`src/rtl/mem_port_arbiter_pkg.sv`:
```
// Shared definitions for the two-port memory arbiter: FSM encoding, owner codes, counter width.
package mem_port_arbiter_pkg;

   typedef enum logic [1:0] {
      ST_IDLE   = 2'd0,
      ST_ACCESS = 2'd1,
      ST_RESP   = 2'd2
   } arb_state_t;

   localparam logic OWNER_IF = 1'b0;
   localparam logic OWNER_DM = 1'b1;

   // Wide enough for the largest legal latency (15).
   localparam int CNT_W = 4;

endpackage

```
`src/rtl/mem_port_arbiter_latency_counter.sv`:
```
// Memory latency down-counter: load, decrement towards zero, terminal-count flag.
module arb_latency_counter
   import mem_port_arbiter_pkg::*;
(
   input  logic             i_clk,
   input  logic             i_rst_n,
   input  logic             i_load,
   input  logic [CNT_W-1:0] i_load_val,
   input  logic             i_dec,
   output logic             o_zero
);

   logic [CNT_W-1:0] r_count;

   always_ff @(posedge i_clk or negedge i_rst_n) begin
      if (!i_rst_n) begin
         r_count <= '0;
      end else if (i_load) begin
         r_count <= i_load_val;
      end else if (i_dec && (r_count != '0)) begin
         r_count <= r_count - 1'b1;
      end
   end

   assign o_zero = (r_count == '0);

endmodule

```
`src/rtl/mem_port_arbiter.sv`:
```
// Arbitrates an instruction-fetch port and a data port onto one single-ported memory.
// Optional macro ARB_ROUND_ROBIN_EN: alternate grants on contention instead of fixed DM priority.
//
// state  | meaning
// IDLE   | waiting for a request; grant and latch the winner on the next edge
// ACCESS | memory busy; MemEn pulses in the first cycle, read data captured at count 0
// RESP   | one cycle; owner's stall drops, then back to IDLE
module mem_port_arbiter
   import mem_port_arbiter_pkg::*;
#(
   parameter int MEM_LATENCY = 2,
   parameter int ADDR_W      = 32,
   parameter int DATA_W      = 32
) (
   input  logic              i_clk,
   input  logic              i_rst_n,
   input  logic              i_if_req,
   input  logic [ADDR_W-1:0] i_if_addr,
   output logic [DATA_W-1:0] o_if_rdata,
   output logic              o_if_stall,
   input  logic              i_dm_req,
   input  logic              i_dm_write,
   input  logic [ADDR_W-1:0] i_dm_addr,
   input  logic [DATA_W-1:0] i_dm_wdata,
   output logic [DATA_W-1:0] o_dm_rdata,
   output logic              o_dm_stall,
   output logic              o_mem_en,
   output logic              o_mem_we,
   output logic [ADDR_W-1:0] o_mem_addr,
   output logic [DATA_W-1:0] o_mem_wdata,
   input  logic [DATA_W-1:0] i_mem_rdata,
   output logic              o_grant_owner
);

   localparam logic [CNT_W-1:0] LOAD_VAL = CNT_W'(MEM_LATENCY - 1);

   arb_state_t        r_state;
   arb_state_t        w_next_state;
   logic              r_grant_owner;
   logic              r_wr;
   logic              r_mem_en;
   logic              r_mem_we;
   logic [ADDR_W-1:0] r_mem_addr;
   logic [DATA_W-1:0] r_mem_wdata;
   logic [DATA_W-1:0] r_if_rdata;
   logic [DATA_W-1:0] r_dm_rdata;

   logic              w_any_req;
   logic              w_grant_dm;
   logic              w_grant;
   logic              w_cnt_dec;
   logic              w_cnt_zero;
   logic              w_capture;

   assign w_any_req = i_if_req | i_dm_req;

`ifdef ARB_ROUND_ROBIN_EN
   // On contention the port that did not own the last access wins.
   assign w_grant_dm = i_dm_req & (~i_if_req | (r_grant_owner == OWNER_IF));
`else
   assign w_grant_dm = i_dm_req;
`endif

   arb_latency_counter u_cnt (
      .i_clk      (i_clk),
      .i_rst_n    (i_rst_n),
      .i_load     (w_grant),
      .i_load_val (LOAD_VAL),
      .i_dec      (w_cnt_dec),
      .o_zero     (w_cnt_zero)
   );

   always_ff @(posedge i_clk or negedge i_rst_n) begin
      if (!i_rst_n) begin
         r_state <= ST_IDLE;
      end else begin
         r_state <= w_next_state;
      end
   end

   always_comb begin
      w_next_state = r_state;
      w_grant      = 1'b0;
      w_cnt_dec    = 1'b0;
      w_capture    = 1'b0;
      o_if_stall   = i_if_req;
      o_dm_stall   = i_dm_req;
      case (r_state)
         ST_IDLE: begin
            if (w_any_req) begin
               w_grant      = 1'b1;
               w_next_state = ST_ACCESS;
            end
         end
         ST_ACCESS: begin
            w_cnt_dec = 1'b1;
            if (w_cnt_zero) begin
               w_capture    = ~r_wr;
               w_next_state = ST_RESP;
            end
         end
         ST_RESP: begin
            o_if_stall   = i_if_req & (r_grant_owner != OWNER_IF);
            o_dm_stall   = i_dm_req & (r_grant_owner != OWNER_DM);
            w_next_state = ST_IDLE;
         end
         default: w_next_state = ST_IDLE;
      endcase
   end

   always_ff @(posedge i_clk or negedge i_rst_n) begin
      if (!i_rst_n) begin
         r_grant_owner <= OWNER_IF;
         r_wr          <= 1'b0;
         r_mem_en      <= 1'b0;
         r_mem_we      <= 1'b0;
         r_mem_addr    <= '0;
         r_mem_wdata   <= '0;
         r_if_rdata    <= '0;
         r_dm_rdata    <= '0;
      end else begin
         r_mem_en <= w_grant;
         r_mem_we <= w_grant & w_grant_dm & i_dm_write;
         if (w_grant) begin
            r_grant_owner <= w_grant_dm ? OWNER_DM : OWNER_IF;
            r_wr          <= w_grant_dm & i_dm_write;
            r_mem_addr    <= w_grant_dm ? i_dm_addr : i_if_addr;
            r_mem_wdata   <= w_grant_dm ? i_dm_wdata : '0;
         end
         if (w_capture) begin
            if (r_grant_owner == OWNER_DM) begin
               r_dm_rdata <= i_mem_rdata;
            end else begin
               r_if_rdata <= i_mem_rdata;
            end
         end
      end
   end

   assign o_mem_en      = r_mem_en;
   assign o_mem_we      = r_mem_we;
   assign o_mem_addr    = r_mem_addr;
   assign o_mem_wdata   = r_mem_wdata;
   assign o_if_rdata    = r_if_rdata;
   assign o_dm_rdata    = r_dm_rdata;
   assign o_grant_owner = r_grant_owner;

endmodule

```
`config.mk`:
```
export PLATFORM = sky130hd
export DESIGN_NAME = mem_port_arbiter
export DESIGN_NICKNAME = d
export VERILOG_FILES = /design/src/rtl/mem_port_arbiter_pkg.sv /design/src/rtl/mem_port_arbiter_latency_counter.sv /design/src/rtl/mem_port_arbiter.sv
export SDC_FILE = /design/constraint.sdc
export NUM_CORES = 1
export LEC_CHECK = 0
export ABC_AREA = 1
export CORE_MARGIN = 4
export CORE_UTILIZATION = 38
export CTS_CLUSTER_DIAMETER = 60
export DETAILED_ROUTE_END_ITERATION = 8
export PLACE_DENSITY = 0.73
export SYNTH_ARGS = -nofsm -noshare
export SYNTH_HDL_FRONTEND = slang
export SYNTH_HIERARCHICAL = 1
export SYNTH_SLANG_ARGS = --single-unit
```
`constraint.sdc`:
```
create_clock -name i_clk -period 1.5 [get_ports i_clk]
set_input_delay 0.3 -clock i_clk [delete_from_list [all_inputs] [get_ports i_clk]]
set_output_delay 0.3 -clock i_clk [all_outputs]
set_load 0.02 [all_outputs]
```
==> flow_metrics.env, run 1 <==
export IMPL_fmax_mhz=621
export IMPL_wl_per_cell_um=17.5
export IMPL_firstDrtPassIters=5
export IMPL_rrSetupSlack_ns=-0.09
export IMPL_synthCells=735
export IMPL_violations="negative setup slack"
export IMPL_path_depth=5
export IMPL_synth_top_cell_area_share_pct=57.3
export IMPL_drive_gt1_share_pct=24.3
export IMPL_crit_required_ns=1.20
export IMPL_crit_type="reg -> out"
export IMPL_async_flop_share_pct=100
export IMPL_rsz0062_at_grt="yes"
export IMPL_synth_edf_count=0
export IMPL_r2r_end="o_dm_rdata[14]$_DFFE_PN0P_"
export IMPL_critical_path_max_stage_delay_ns=0.39
export IMPL_leakagePower_nw=5.35
export IMPL_crit_slowest_cell="dfrtp_1"
export IMPL_path_cells="inv_2 > nor2_4 > buf_6 > a21boi_4 > buf_6"
export IMPL_num_antenna_cells=0
export IMPL_yosysWarnings=6
export IMPL_crit_start="r_state[1]$_DFFE_PN0P_"
export IMPL_yosysUniqueCellTypes=22
export IMPL_crit_path_frequent_cell="buf_6"
export IMPL_antenna_found_initial=0
export IMPL_min_period_ns=1.61
export IMPL_fin_nets=1175
export IMPL_drt_total_wl_mm=22.1
export IMPL_die_width_um=134
export IMPL_synth_top_area_cell="dfrtp_1"
export IMPL_insertion_delay_ns=0.43
export IMPL_die_area_um2=17900
export IMPL_initial_utilization_pct=39.2
export IMPL_port_buffers=265
export IMPL_yosysMostFrequentCell="nand2_1"
export IMPL_reg2reg_depth=11
export IMPL_cts_buffers=17
export IMPL_cts_buffer_depth=2
export IMPL_worstSetupEndpoint="o_if_stall"
export IMPL_clk_pin_slew_ns=0.06
export IMPL_min_period_over_period_pct=107
export IMPL_start_kind="flip-flop"
export IMPL_synth_common_cells="nand2_1, dfrtp_1, nand3_1"
export IMPL_track_usage_pct=23.2
export IMPL_path_buf_inv=3
export IMPL_hold_viol=0
export IMPL_cts_sinks=138
export IMPL_synth_area_top_cells="dfrtp_1, nand2_1, nand3_1, o21ai_0, inv_1"
export IMPL_h_tree_depth=4
export IMPL_core_area_um2=15400
export IMPL_nFillCells=1200
export IMPL_vias=6119
export IMPL_area_delta_synth_final_pct=77.3
export IMPL_maxCapViolations=0
export IMPL_vias_per_cell=4.84
export IMPL_yosysSeqAreaShare_pct=57.3
export IMPL_critPathCaptureType="primary output"
export IMPL_die_h_um=134
export IMPL_dp_hpwl_mm=13.4
export IMPL_status="finished, violations left"
export IMPL_setup_viol=68
export IMPL_p_per_area_nw_per_um2=2140
export IMPL_critPathTopFamily="flip-flops"
export IMPL_grt_max_degree=58
export IMPL_root_buffer="clkbuf_16"
export IMPL_timing_final_ws_setup_ns=-0.111
export IMPL_skew_ns=0.0108
export IMPL_multiInputGateArea_um2=2830
export IMPL_cts_tree="built"
export IMPL_drtAntennaViolNets=0
export IMPL_rr_startpoint="u_cnt/r_count[0]$_DFFE_PN0P_"
export IMPL_cp_arrival_ns=1.31
export IMPL_drt_iter0_drc=376
export IMPL_fin_area_um2=10700
export IMPL_rows=45
export IMPL_crit_fanout=2
export IMPL_regArea_um2=3450
export IMPL_routabilityCongestion=0.809
export IMPL_utilization_pct=69.5
export IMPL_ys_seq_elements=138
export IMPL_io_pins=266
export IMPL_grt_first_pass_wirelength_mm=32.2
export IMPL_grt_overflow_total=0
export IMPL_remaining_drc_errors=0
export IMPL_slew_violations=0
export IMPL_grt_pass1_vias=5974
export IMPL_synth_cell_area_um2=6030
export IMPL_ir_drop_mv=1.04
export IMPL_placed_cell_area_um2=9120
export IMPL_min_path_type="in -> reg"
export IMPL_syn_avg_cell_area_um2=8.20
export IMPL_synth_ff_type="dfrtp_1"
==> placed cells by master (no fill, tap or decap), types with 2 or more instances in the layout <==
| cell | Yosys | final |
|---|---|---|
| inv_4 | 0 | 4 |
| inv_6 | 0 | 5 |
| nor2_2 | 2 | 3 |
| buf_2 | 11 | 3 |
| clkbuf_2 | 0 | 9 |
| clkinvlp_4 | 0 | 3 |
| nor2_1 | 7 | 4 |
| clkinv_4 | 0 | 4 |
| o21ai_0 | 37 | 37 |
| buf_16 | 0 | 6 |
| buf_6 | 6 | 11 |
| nand2_4 | 1 | 47 |
| nand3b_1 | 2 | 2 |
| nand3_2 | 0 | 17 |
| buf_8 | 0 | 2 |
| inv_2 | 4 | 4 |
| dfrtp_1 | 138 | 138 |
| nand2_1 | 346 | 242 |
| dlygate4sd2_1 | 0 | 89 |
| buf_12 | 0 | 17 |
| buf_4 | 7 | 26 |
| clkdlybuf4s15_1 | 0 | 32 |
| conb_1 | 2 | 4 |
| clkbuf_16 | 0 | 19 |
| nand3_4 | 0 | 4 |
| nand2_2 | 3 | 61 |
| clkdlybuf4s50_1 | 0 | 130 |
| inv_1 | 42 | 38 |
| nand3_1 | 101 | 80 |
| nor2_4 | 2 | 4 |
==> registers in the layout (all words and copies together) (netlist names) <==
signal	flops
o_if_rdata	32
o_mem_addr	32
o_dm_rdata	32
o_mem_wdata	32
o_mem_en	1
u_cnt/r_count	4
o_mem_we	1
r_wr	1
o_grant_owner	1
r_state	2
==> cell families (layout without fill, tap and decap cells) <==
logic type	after synthesis	after routing	share of synthesized area, %
buffers and inverters	90	407	7.02
AO/OA/AOI/OAI	39	39	3.34
AND/OR/NAND/NOR	465	465	32.0
other	2	4	0.125
adder cells (fa/ha/maj)	1	1	0.208
flip-flops	138	138	57.3
==> how the worst min path moves through the flow <==
stage | start | to | slack, ns | depth (start not counted)
2_1_floorplan | i_rst_n | o_dm_rdata[0]$_DFFE_PN0P_ | 0.004 | 0
3_3_place_gp | i_rst_n | o_if_rdata[19]$_DFFE_PN0P_ | 0.24 | 1
3_5_place_dp | i_rst_n | o_if_rdata[19]$_DFFE_PN0P_ | 0.24 | 1
4_1_cts | i_dm_req | o_mem_wdata[31]$_DFFE_PN0P_ | 0.34 | 4
5_1_grt | i_dm_req | o_mem_wdata[31]$_DFFE_PN0P_ | 0.36 | 4
6_report | i_dm_req | o_mem_wdata[31]$_DFFE_PN0P_ | 0.34 | 4
==> cell type report <==
type	count	area share (%)
tap	211	2.47
timing repair buffer	328	31.6
multi-input combinational	509	26.5
clock inverter	14	1.28
sequential	138	32.3
inverter	47	1.74
clock buffer	18	4.11
==> per-layer routing <==
metal	vias to the layer above	global-route usage, %	wire length [µm]
met4	0	9.71	783
met2	305	38.9	11100
met3	54	7.76	1940
met1	2837	27.2	8230
met5	-	0	0
li1	2923	-	-
==> worst reg2reg max path: cells and delay by family (launching register included) <==
kind / cells / cell delay, ns
fa+ha+maj: 1 / 0.15
buf+inv: 5 / 0.50
flops: 1 / 0.39
simple gates: 5 / 0.48
==> where the power goes <==
part,internal [mW],switching [mW],leakage [nW]
sequential,5.51,1.41,1.70
clock,2.36,1.75,0.274
combinational,4.99,6.89,3.37
total,12.9,10.0,5.35
==> what timing repair did <==
action / in CTS / in global routing
hold buffers: 1 / 0
gates cloned: 10 / 2
endpoints found under the hold margin: 35 / 0
setup buffers: 12 / 7
pin swaps: 21 / 35
resized for setup: 238 / 175
setup endpoints to repair: 197 / 99
==> stage by stage <==
step | power [mW] | setup WS, ns | setup TNS, ns | instances | hold slack [ns]
after global routing | 24.2 | -0.181 | -9.13 | 1265 | 0.358
final | 22.9 | -0.111 | -2.69 | 1265 | 0.344
after detailed placement | 17.3 | -0.123 | -8.50 | 1207 | 0.244
after CTS | 21.5 | -0.190 | -8.36 | 1261 | 0.338
after global placement | 17.1 | -0.0757 | -5.24 | 1207 | 0.240
after floorplan | 11.9 | 0.0102 | 0 | 737 | 0.00441
(Power assumes the default switching activity.)
==> inputs of run 2 (changes only) <==
Settings changed: GPL_ROUTABILITY_DRIVEN set to 1.
==> results of run 2 <==
The final DEF is identical to that of run 1; final timing and power are the same.
